## config.mk

```make
export PLATFORM = sky130hd
export DESIGN_NAME = if_id_fetch_ctrl
export DESIGN_NICKNAME = d
export VERILOG_FILES = /design/src/rtl/if_id_fetch_ctrl.sv
export SDC_FILE = /design/constraint.sdc
export NUM_CORES = 1
export LEC_CHECK = 0
export ABC_AREA = 1
export CORE_ASPECT_RATIO = 1.4
export CORE_MARGIN = 5
export CORE_UTILIZATION = 51
export CTS_CLUSTER_SIZE = 40
export DETAILED_ROUTE_END_ITERATION = 7
export MAX_ROUTING_LAYER = met4
export PLACE_DENSITY = 0.91
export SYNTH_ARGS = -nofsm -noshare
export SYNTH_HDL_FRONTEND = slang
export SYNTH_SLANG_ARGS = --single-unit
export TNS_END_PERCENT = 10
```

## constraint.sdc

```tcl
create_clock -name clk -period 4.84 [get_ports clk]
set_input_delay 0.484 -clock clk [delete_from_list [all_inputs] [get_ports clk]]
set_output_delay 0.484 -clock clk [all_outputs]
set_load 0.02 [all_outputs]
```

## src/rtl/if_id_fetch_ctrl.sv

```systemverilog
// Instruction fetch controller with an IF/ID pipeline register and a
// one-entry skid buffer. The skid catches the instruction returned
// while the pipeline is stalled, so no fetched instruction is lost or
// duplicated.
module if_id_fetch_ctrl #(
  parameter logic [31:0] RESET_PC  = 32'h0040_0000,
  parameter logic [31:0] NOP_INSTR = 32'h0000_0000
) (
  input  logic        clk,
  input  logic        reset,
  input  logic        PC_En,
  input  logic        IFID_ctrl,
  input  logic        redirect,
  input  logic [31:0] redirect_pc,
  input  logic [31:0] imem_rdata,
  input  logic        imem_ready,
  output logic        imem_req,
  output logic [31:0] imem_addr,
  output logic [31:0] if_id_instr,
  output logic [31:0] if_id_pc4,
  output logic        if_id_valid,
  output logic [15:0] stall_cnt,
  output logic [1:0]  fsm_state
);

  typedef enum logic [1:0] {
    BOOT = 2'd0,
    RUN  = 2'd1,
    HOLD = 2'd2
  } state_t;

  state_t      state_q, state_d;
  logic [31:0] pc_q, pc_d;
  logic [31:0] if_id_instr_q, if_id_instr_d;
  logic [31:0] if_id_pc4_q, if_id_pc4_d;
  logic        if_id_valid_q, if_id_valid_d;
  logic [31:0] skid_instr_q, skid_instr_d;
  logic [31:0] skid_pc4_q, skid_pc4_d;
  logic        skid_valid_q, skid_valid_d;
  logic [15:0] stall_cnt_q, stall_cnt_d;

  logic        stall;
  logic        fire;
  logic [31:0] pc_plus4;

  // Hazard request, handshake and sequential PC (wraps modulo 2^32)
  always_comb begin
    stall    = ~PC_En | ~IFID_ctrl;
    imem_req = (state_q != BOOT) & ~skid_valid_q & ~redirect;
    fire     = imem_req & imem_ready;
    pc_plus4 = pc_q + 32'd4;
  end

  // Next-state logic for the BOOT/RUN/HOLD control FSM
  always_comb begin
    state_d = state_q;
    case (state_q)
      BOOT:    state_d = RUN;
      RUN:     if (stall && !redirect) state_d = HOLD;
      HOLD:    if (!stall || redirect) state_d = RUN;
      default: state_d = BOOT;
    endcase
  end

  // Datapath next values: redirect, then stall, then skid drain, then fetch
  always_comb begin
    pc_d          = pc_q;
    if_id_instr_d = if_id_instr_q;
    if_id_pc4_d   = if_id_pc4_q;
    if_id_valid_d = if_id_valid_q;
    skid_instr_d  = skid_instr_q;
    skid_pc4_d    = skid_pc4_q;
    skid_valid_d  = skid_valid_q;
    stall_cnt_d   = stall_cnt_q;

    if (redirect) begin
      // Any instruction returning this cycle belongs to the wrong path
      pc_d          = redirect_pc;
      if_id_instr_d = NOP_INSTR;
      if_id_valid_d = 1'b0;
      skid_valid_d  = 1'b0;
    end else if (stall) begin
      if (stall_cnt_q != 16'hFFFF) stall_cnt_d = stall_cnt_q + 16'd1;
      if (!skid_valid_q && fire) begin
        skid_instr_d = imem_rdata;
        skid_pc4_d   = pc_plus4;
        skid_valid_d = 1'b1;
        pc_d         = pc_plus4;
      end
    end else if (skid_valid_q) begin
      // PC already points past the buffered instruction, so it holds
      if_id_instr_d = skid_instr_q;
      if_id_pc4_d   = skid_pc4_q;
      if_id_valid_d = 1'b1;
      skid_valid_d  = 1'b0;
    end else if (fire) begin
      if_id_instr_d = imem_rdata;
      if_id_pc4_d   = pc_plus4;
      if_id_valid_d = 1'b1;
      pc_d          = pc_plus4;
    end else begin
      if_id_instr_d = NOP_INSTR;
      if_id_valid_d = 1'b0;
    end
  end

  // Architectural state with synchronous active-high reset
  always_ff @(posedge clk) begin
    if (reset) begin
      state_q       <= BOOT;
      pc_q          <= RESET_PC;
      if_id_instr_q <= NOP_INSTR;
      if_id_pc4_q   <= 32'd0;
      if_id_valid_q <= 1'b0;
      skid_valid_q  <= 1'b0;
      stall_cnt_q   <= 16'd0;
    end else begin
      state_q       <= state_d;
      pc_q          <= pc_d;
      if_id_instr_q <= if_id_instr_d;
      if_id_pc4_q   <= if_id_pc4_d;
      if_id_valid_q <= if_id_valid_d;
      skid_valid_q  <= skid_valid_d;
      stall_cnt_q   <= stall_cnt_d;
    end
  end

  // Skid payload is qualified by skid_valid_q, so it needs no reset
  always_ff @(posedge clk) begin
    skid_instr_q <= skid_instr_d;
    skid_pc4_q   <= skid_pc4_d;
  end

  assign imem_addr   = pc_q;
  assign if_id_instr = if_id_instr_q;
  assign if_id_pc4   = if_id_pc4_q;
  assign if_id_valid = if_id_valid_q;
  assign stall_cnt   = stall_cnt_q;
  assign fsm_state   = state_q;

endmodule

```

==> run metrics, run 1 <==
number of rows created at floorplan 55; clock root buffer sky130_fd_sc_hd__clkbuf_16; Worst path slowest cell sky130_fd_sc_hd__clkinv_1; share of the cycle needed by the critical path after routing 0.601; initial antenna violation count 0; count of antenna-violating nets left after detailed routing 0; overall die area 0.0190 mm2; data required time of the worst path 5090 ps; largest delay contributor family on the critical path buffers and inverters; overflow left after global routing 0; pre-CTS setup slack 1620 ps; worst slew margin relative to its limit 0.248; number of H-tree levels 4; Worst-path clk slew 70 ps; Post-route DRC 0; Cell Area, Synth 0.00833 mm2; worst skew pair latency 430 ps; number of synthesized flops with an enable pin 64; met3 routing resource usage after global routing 0.0473; layout overhead on the synthesized area 30.2%; Max Slew Vio Count 0; WL final 22.7 mm; fraction of the yosys area taken by sequential cells 0.510; clk sink count 180; Die Span X 118 um; critical path start-end classification reg -> reg; CP endpoint kind flop; largest vdd supply drop 283 uV; portion of total power attributed to sequential cells 0.484; most used cell, CP sky130_fd_sc_hd__buf_4; cell internal power dissipation 0.00254 W; prevailing post-synth register cell sky130_fd_sc_hd__dfxtp_1; count of hold-fix buffers inserted at cts 0; placeable core region 0.0161 mm2; most common cell in the synthesized netlist sky130_fd_sc_hd__nand2_1; Buf+Inv Stages, Crit Path 3; iteration-0 DRC count of the detailed router 812; post-synthesis async set-or-reset flop share 0; number of ports placed on the die boundary 186; smallest setup slack after layout 1930 ps; pin count of the biggest net entering global routing 68; Switching Fraction 0.255; final-layout setup total negative slack 0 ps; number of synthesized register bits 180; mean routed wirelength per cell 15.6 um; Mapped Cells 1089; critical path fanouts, max 67; starting utilization of the core area 0.517; number of max-capacitance violations reported 0; Least-Margin Pin Slew 1120 ps; number of nets produced by synthesis 1161; Synth Area per Inst 7.65 um2; Synth area leader sky130_fd_sc_hd__dfxtp_1; number of buffers added on ports 185; combinational fraction of design power 0.098; weighted congestion at the end of routability-driven global placement 0.923; CP arrival 3160 ps; power density relative to cell area 314 mW/mm2; via count 7824; final-report hold violation count 0; run status finished, final reports clean; Max Fclk 0.344 GHz; type of the most critical hold path reg -> reg; ranking of synthesized cells by instance count 375 x sky130_fd_sc_hd__nand2_1, 116 x sky130_fd_sc_hd__dfxtp_1, 105 x sky130_fd_sc_hd__inv_1; number of global-route vias before repair 7527; total iterations of the first detailed-routing run 6; total routing resource utilization after global routing 0.243; setup bufs post-CTS 0; antenna diode count 0; CTS resizes 0; nets 1317; first-pass GRT wire length 36.9 mm; Warnings, synthesis 0; Final Setup Violations 0; global routing usage on met1 0.285; share of Yosys cell area claimed by the top area cell type 0.279; Layout Skew 12.7 ps; number of vias per cell 5.37; Inserted Clock Buffers 17; leading post-synthesis cells by cell area sky130_fd_sc_hd__dfxtp_1 28%, sky130_fd_sc_hd__edfxtp_1 23%, sky130_fd_sc_hd__nand2_1 17%; RSZ-0062 raised after global routing false; cell-by-cell trace of the critical path buf_4 > nor2_1 > nand3_4 > clkinv_1 > buf_4 > nand3_1 > a31oi_1; Setup crit start kind flop; Distinct cells, synth 32; Filler cells 1266; largest stage delay on the critical path 710 ps; Chip Height 161 um; clock network power share 0.418; global routing usage on met2 0.409; net switching power 0.000869 W; global-route layer with the greatest usage met2; Min Clock Period, post-route 2910 ps; DP HPWL 16.2 mm; layout cell share with drive strength beyond 1 0.0541; CTS tree built; Leakage 4.19 nW; number of buffers on the longest clock path 2
[cell usage in the layout (no fill, tap or decap), types with 4 or more instances in the layout]
master | Yosys | layout
sky130_fd_sc_hd__nor2_1 | 85 | 84
sky130_fd_sc_hd__a31oi_1 | 36 | 36
sky130_fd_sc_hd__o21ai_0 | 30 | 30
sky130_fd_sc_hd__inv_2 | 3 | 4
sky130_fd_sc_hd__xor2_1 | 13 | 13
sky130_fd_sc_hd__xnor2_1 | 9 | 9
sky130_fd_sc_hd__nand2_2 | 6 | 6
sky130_fd_sc_hd__nand3_1 | 95 | 95
sky130_fd_sc_hd__clkdlybuf4s50_1 | 0 | 184
sky130_fd_sc_hd__inv_8 | 0 | 7
sky130_fd_sc_hd__nor2_4 | 4 | 5
sky130_fd_sc_hd__a21oi_1 | 65 | 65
sky130_fd_sc_hd__clkbuf_16 | 0 | 17
sky130_fd_sc_hd__nor2_2 | 5 | 5
sky130_fd_sc_hd__edfxtp_1 | 64 | 64
sky130_fd_sc_hd__buf_4 | 5 | 8
sky130_fd_sc_hd__nand2_1 | 375 | 375
sky130_fd_sc_hd__dfxtp_1 | 116 | 115
sky130_fd_sc_hd__inv_1 | 105 | 104
sky130_fd_sc_hd__nor3_1 | 4 | 4
[metal layers]
| metal | up-vias | wire length [um] |
|---|---|---|
| met5 | - | 0 |
| met4 | 0 | 680 |
| met3 | 62 | 1570 |
| met2 | 375 | 11500 |
| met1 | 3580 | 8970 |
| li1 | 3807 | - |
[per-stage QoR]
stage                      util  hold slack (ps)  total power [W]  cell area (um2)  std cells
final                     0.673              472          0.00340            10800       1457
after global routing      0.673              496          0.00352            10800       1457
after CTS                 0.673              478          0.00342            10800       1457
after detailed placement  0.635              467          0.00201            10200       1425
after global placement    0.635              452          0.00200            10200       1425
after floorplan               -              448          0.00185             8330       1089
[sequential cells by signal, indices dropped and copies added, names as in the netlist]
signal,cells
if_id_pc4,32
stall_cnt,16
skid_valid_q,1
imem_addr,32
if_id_instr,32
if_id_valid,1
fsm_state,2
skid_pc4_q,32
skid_instr_q,32
[path summary, 6_finish.rpt]
check	start	end	slack, ps	cells after the start
setup / recovery	skid_valid_q	if_id_instr[17]	1930	7
hold / removal	if_id_valid	if_id_valid	470	2
setup reg to reg	skid_valid_q	if_id_instr[17]	1930	7
hold reg to reg	if_id_valid	if_id_valid	470	2
[logic make-up (layout without fill, tap and decap cells)]
kind of cell,after synthesis,after routing,share of synthesized area
xor+xnor,25,25,0.0290
simple gates,584,584,0.292
fa+ha+maj,2,2,0.00301
flops,180,180,0.510
compound gates,133,133,0.0861
buf+inv,165,334,0.0806
[area by class of cell]
cell class | instances | area [um2] | share of cell area
sequential | 180 | 4250 | 0.392
multi-input combinational | 744 | 3420 | 0.315
timing repair buffer | 193 | 1910 | 0.176
clock buffer | 17 | 425 | 0.0393
inverter | 109 | 409 | 0.0378
tap | 199 | 249 | 0.0230
clock inverter | 15 | 184 | 0.0170
[power by group through the flow]
stage	clock network [W]	logic, W	registers [W]
final	0.00142	0.000334	0.00165
after CTS	0.00144	0.000332	0.00165
after global placement	0	0.000321	0.00168
after detailed placement	0	0.000329	0.00168
after floorplan	0	0.000147	0.00170
after global routing	0.00150	0.000362	0.00165
[worst register-to-register path: stages (launching register included)]
cell,delay (ps)
sky130_fd_sc_hd__dfxtp_2,320
sky130_fd_sc_hd__buf_4,540
sky130_fd_sc_hd__nor2_1,220
sky130_fd_sc_hd__nand3_4,140
sky130_fd_sc_hd__clkinv_1,710
sky130_fd_sc_hd__buf_4,550
sky130_fd_sc_hd__nand3_1,140
sky130_fd_sc_hd__a31oi_1,120
(Power assumes the default switching activity.)
==> inputs of run 2 (changes only) <==
--- a/config.mk
+++ b/config.mk
@@ -8,11 +8,11 @@
 export ABC_AREA = 1
 export CORE_ASPECT_RATIO = 1.4
 export CORE_MARGIN = 5
-export CORE_UTILIZATION = 51
+export CORE_UTILIZATION = 46
 export CTS_CLUSTER_SIZE = 40
 export DETAILED_ROUTE_END_ITERATION = 7
 export MAX_ROUTING_LAYER = met4
-export PLACE_DENSITY = 0.91
+export PLACE_DENSITY = 0.87
 export SYNTH_ARGS = -nofsm -noshare
 export SYNTH_HDL_FRONTEND = slang
 export SYNTH_SLANG_ARGS = --single-unit
==> constraint.sdc (replaced) <==
create_clock -name clk -period 2.55 [get_ports clk]
set_input_delay 0.255 -clock clk [delete_from_list [all_inputs] [get_ports clk]]
set_output_delay 0.255 -clock clk [all_outputs]
set_load 0.02 [all_outputs]
==> run 2 against run 1 <==
Against the previous run: hold slack worse by 120 ps; power is 83% higher; global-route usage fell by 0.83 points; die area is 10% higher; clock skew shrank 4.1 ps; design area increased by 0.72%; combinational power rose by 93%; setup slack worse by 1500 ps; register-to-register slack worse by 1300 ps; critical path type is now reg -> out; wire length rose by 4.4%; critical path depth is 5 lower.
==> run metrics, run 2 (synthesis gave the netlist of run 1 again) <==
run status finished, final reports clean (unchanged); starting utilization of the core area 0.464 (was 0.517); final-report hold violation count 0 (unchanged); worst slew margin relative to its limit 0.604 (was 0.248); highest-count cells in the layout ignoring fill and taps 375 x sky130_fd_sc_hd__nand2_1, 184 x sky130_fd_sc_hd__clkdlybuf4s50_1, 115 x sky130_fd_sc_hd__dfxtp_1 (unchanged); critical path start-end classification reg -> out (was reg -> reg); number of buffers on the longest clock path 2 (unchanged); count of antenna-violating nets left after detailed routing 0 (unchanged); clk sink count 180 (unchanged); CP endpoint kind output pin (was flop); setup bufs post-CTS 0 (unchanged); power after layout 0.00622 W (was 0.00340 W); Buf+Inv Stages, Crit Path 1 (was 3); cell-by-cell trace of the critical path nor3_1 > clkdlybuf4s50_1 (was buf_4 > nor2_1 > nand3_4 > clkinv_1 > buf_4 > nand3_1 > a31oi_1); worst skew pair latency 430 ps (about the same); Die Span X 124 um (was 118 um); initial antenna violation count 0 (unchanged); most common library cell in the layout ignoring fill and taps sky130_fd_sc_hd__nand2_1 (unchanged); number of global-route vias before repair 7601 (was 7527); Layout Skew 8.63 ps (was 12.7 ps); Leakage 4.20 nW (was 4.19 nW); layout overhead on the synthesized area 31.1% (was 30.2%); largest delay contributor family on the critical path buffers and inverters (unchanged); via count 7823 (was 7824); first-pass GRT wire length 37.7 mm (was 36.9 mm); capturing point of the worst reg2reg path stall_cnt[11] (was if_id_instr[17]); count of hold-fix buffers inserted at cts 0 (unchanged); WL final 23.7 mm (was 22.7 mm); overflow left after global routing 0 (unchanged); multi-input logic area 0.00342 mm2 (unchanged); type of the most critical hold path in -> reg (was reg -> reg); number of max-capacitance violations reported 0 (unchanged); final-layout setup total negative slack 0 ps (unchanged); total routing resource utilization after global routing 0.235 (was 0.243); overall die area 0.0209 mm2 (was 0.0190 mm2); number of H-tree levels 4 (unchanged); nets 1325 (was 1317); area of all sequential standard cells 0.00425 mm2 (unchanged); CP arrival 1830 ps (was 3160 ps); largest stage delay on the critical path 670 ps (was 710 ps); clock root buffer sky130_fd_sc_hd__clkbuf_16 (unchanged); Post-route DRC 0 (unchanged); number of rows created at floorplan 58 (was 55); Worst path slowest cell sky130_fd_sc_hd__clkdlybuf4s50_1 (was sky130_fd_sc_hd__clkinv_1); hold worst-path end imem_addr[6] (was if_id_valid); layout cell share with drive strength beyond 1 0.0592 (was 0.0541); CTS tree built (unchanged); weighted congestion at the end of routability-driven global placement 0.919 (was 0.923); CTS resizes 0 (unchanged); number of ports placed on the die boundary 186 (unchanged); worst reg2reg startpoint stall_cnt[0] (was skid_valid_q); Filler cells 1594 (was 1266); Chip Height 169 um (was 161 um); largest vdd supply drop 426 uV (was 283 uV); DP HPWL 17.2 mm (was 16.2 mm); number of vias per cell 5.19 (was 5.37); number of cells on the worst reg-to-reg path 8 (was 7); number of buffers added on ports 185 (unchanged); Hold Startpoint reset (was if_id_valid); share of the cycle needed by the critical path after routing 0.816; Max Slew Vio Count 0 (unchanged); instance count along the most critical hold path 4 (was 2); Setup crit start kind flop (unchanged); critical path fanouts, max 24 (was 67); placeable core region 0.0179 mm2 (was 0.0161 mm2); pin count of the biggest net entering global routing 52 (was 68); mean routed wirelength per cell 15.8 um (was 15.6 um); Min Clock Period, post-route 2080 ps; Least-Margin Pin Slew 594 ps (was 1120 ps); Final Setup Violations 0 (unchanged); Worst-path clk slew 70 ps (about the same); data required time of the worst path 2300 ps (was 5090 ps); Max Fclk 0.481 GHz; antenna diode count 0 (unchanged); Inserted Clock Buffers 17 (unchanged); RSZ-0062 raised after global routing false (unchanged); power density relative to cell area 570 mW/mm2 (was 314 mW/mm2); total iterations of the first detailed-routing run 7 (was 6); worst-case register-to-register setup slack 670 ps (was 1930 ps); iteration-0 DRC count of the detailed router 573 (was 812)
## run 2: cell types whose count changed in the layout (fill, tap and decap cells not counted)
cell | previous run | this run
sky130_fd_sc_hd__buf_12 | 0 | 2
sky130_fd_sc_hd__buf_4 | 8 | 14
sky130_fd_sc_hd__bufinv_16 | 2 | 0
sky130_fd_sc_hd__clkinv_1 | 1 | 2
sky130_fd_sc_hd__clkinv_2 | 0 | 1
sky130_fd_sc_hd__clkinv_4 | 0 | 3
sky130_fd_sc_hd__clkinvlp_4 | 2 | 4
sky130_fd_sc_hd__inv_4 | 2 | 0
sky130_fd_sc_hd__inv_6 | 2 | 3
sky130_fd_sc_hd__inv_8 | 7 | 3
## run 2: area by class of cell
type,instances,area share
Inverter,109,0.0375
Multi-Input combinational cell,744,0.313
Sequential cell,180,0.389
Clock inverter,15,0.0115
Timing Repair Buffer,201,0.182
Tap cell,240,0.0275
Clock buffer,17,0.0390
## run 2: metrics by stage
step	util	setup WS [ps]	area, um2	instances	hold slack (ps)
2_1_floorplan	-	289	8330	1089	354
3_3_place_gp	0.578	635	10400	1474	453
3_5_place_dp	0.578	542	10400	1474	459
4_1_cts	0.609	447	10900	1506	316
5_1_grt	0.609	372	10900	1506	353
6_report	0.609	470	10900	1506	352
## run 2: worst reg2reg max path, delay by kind of cell, from the launching register on
kind	cells	cell delay [ps]
simple gates	5	810
fa+ha+maj	1	250
compound gates	1	70
buf+inv	1	200
flops	1	410
## run 2: worst max path at each step
stage                 startpoint         endpoint  slack [ps]  cells after the start
floorplan                  PC_En  skid_instr_q[0]         290                      5
global placement        redirect    if_id_pc4[11]         630                     10
detailed placement      redirect    stall_cnt[11]         540                      8
CTS                 skid_valid_q         imem_req         450                      2
global route        skid_valid_q         imem_req         370                      2
finish              skid_valid_q         imem_req         470                      2
## run 2: where the power goes
part	switching [W]	internal [W]
Sequential	0.0000722	0.00305
Clock	0.00118	0.00127
Combinational	0.000375	0.000269
## run 2: per-layer routing
metal  up-vias  global-route usage  part of all wire
li1       3824                   -                 -
met1      3677               0.271              0.41
met2       279               0.398              0.51
met3        43              0.0457             0.058
met4         0              0.0935             0.027
met5         -                   -                 0
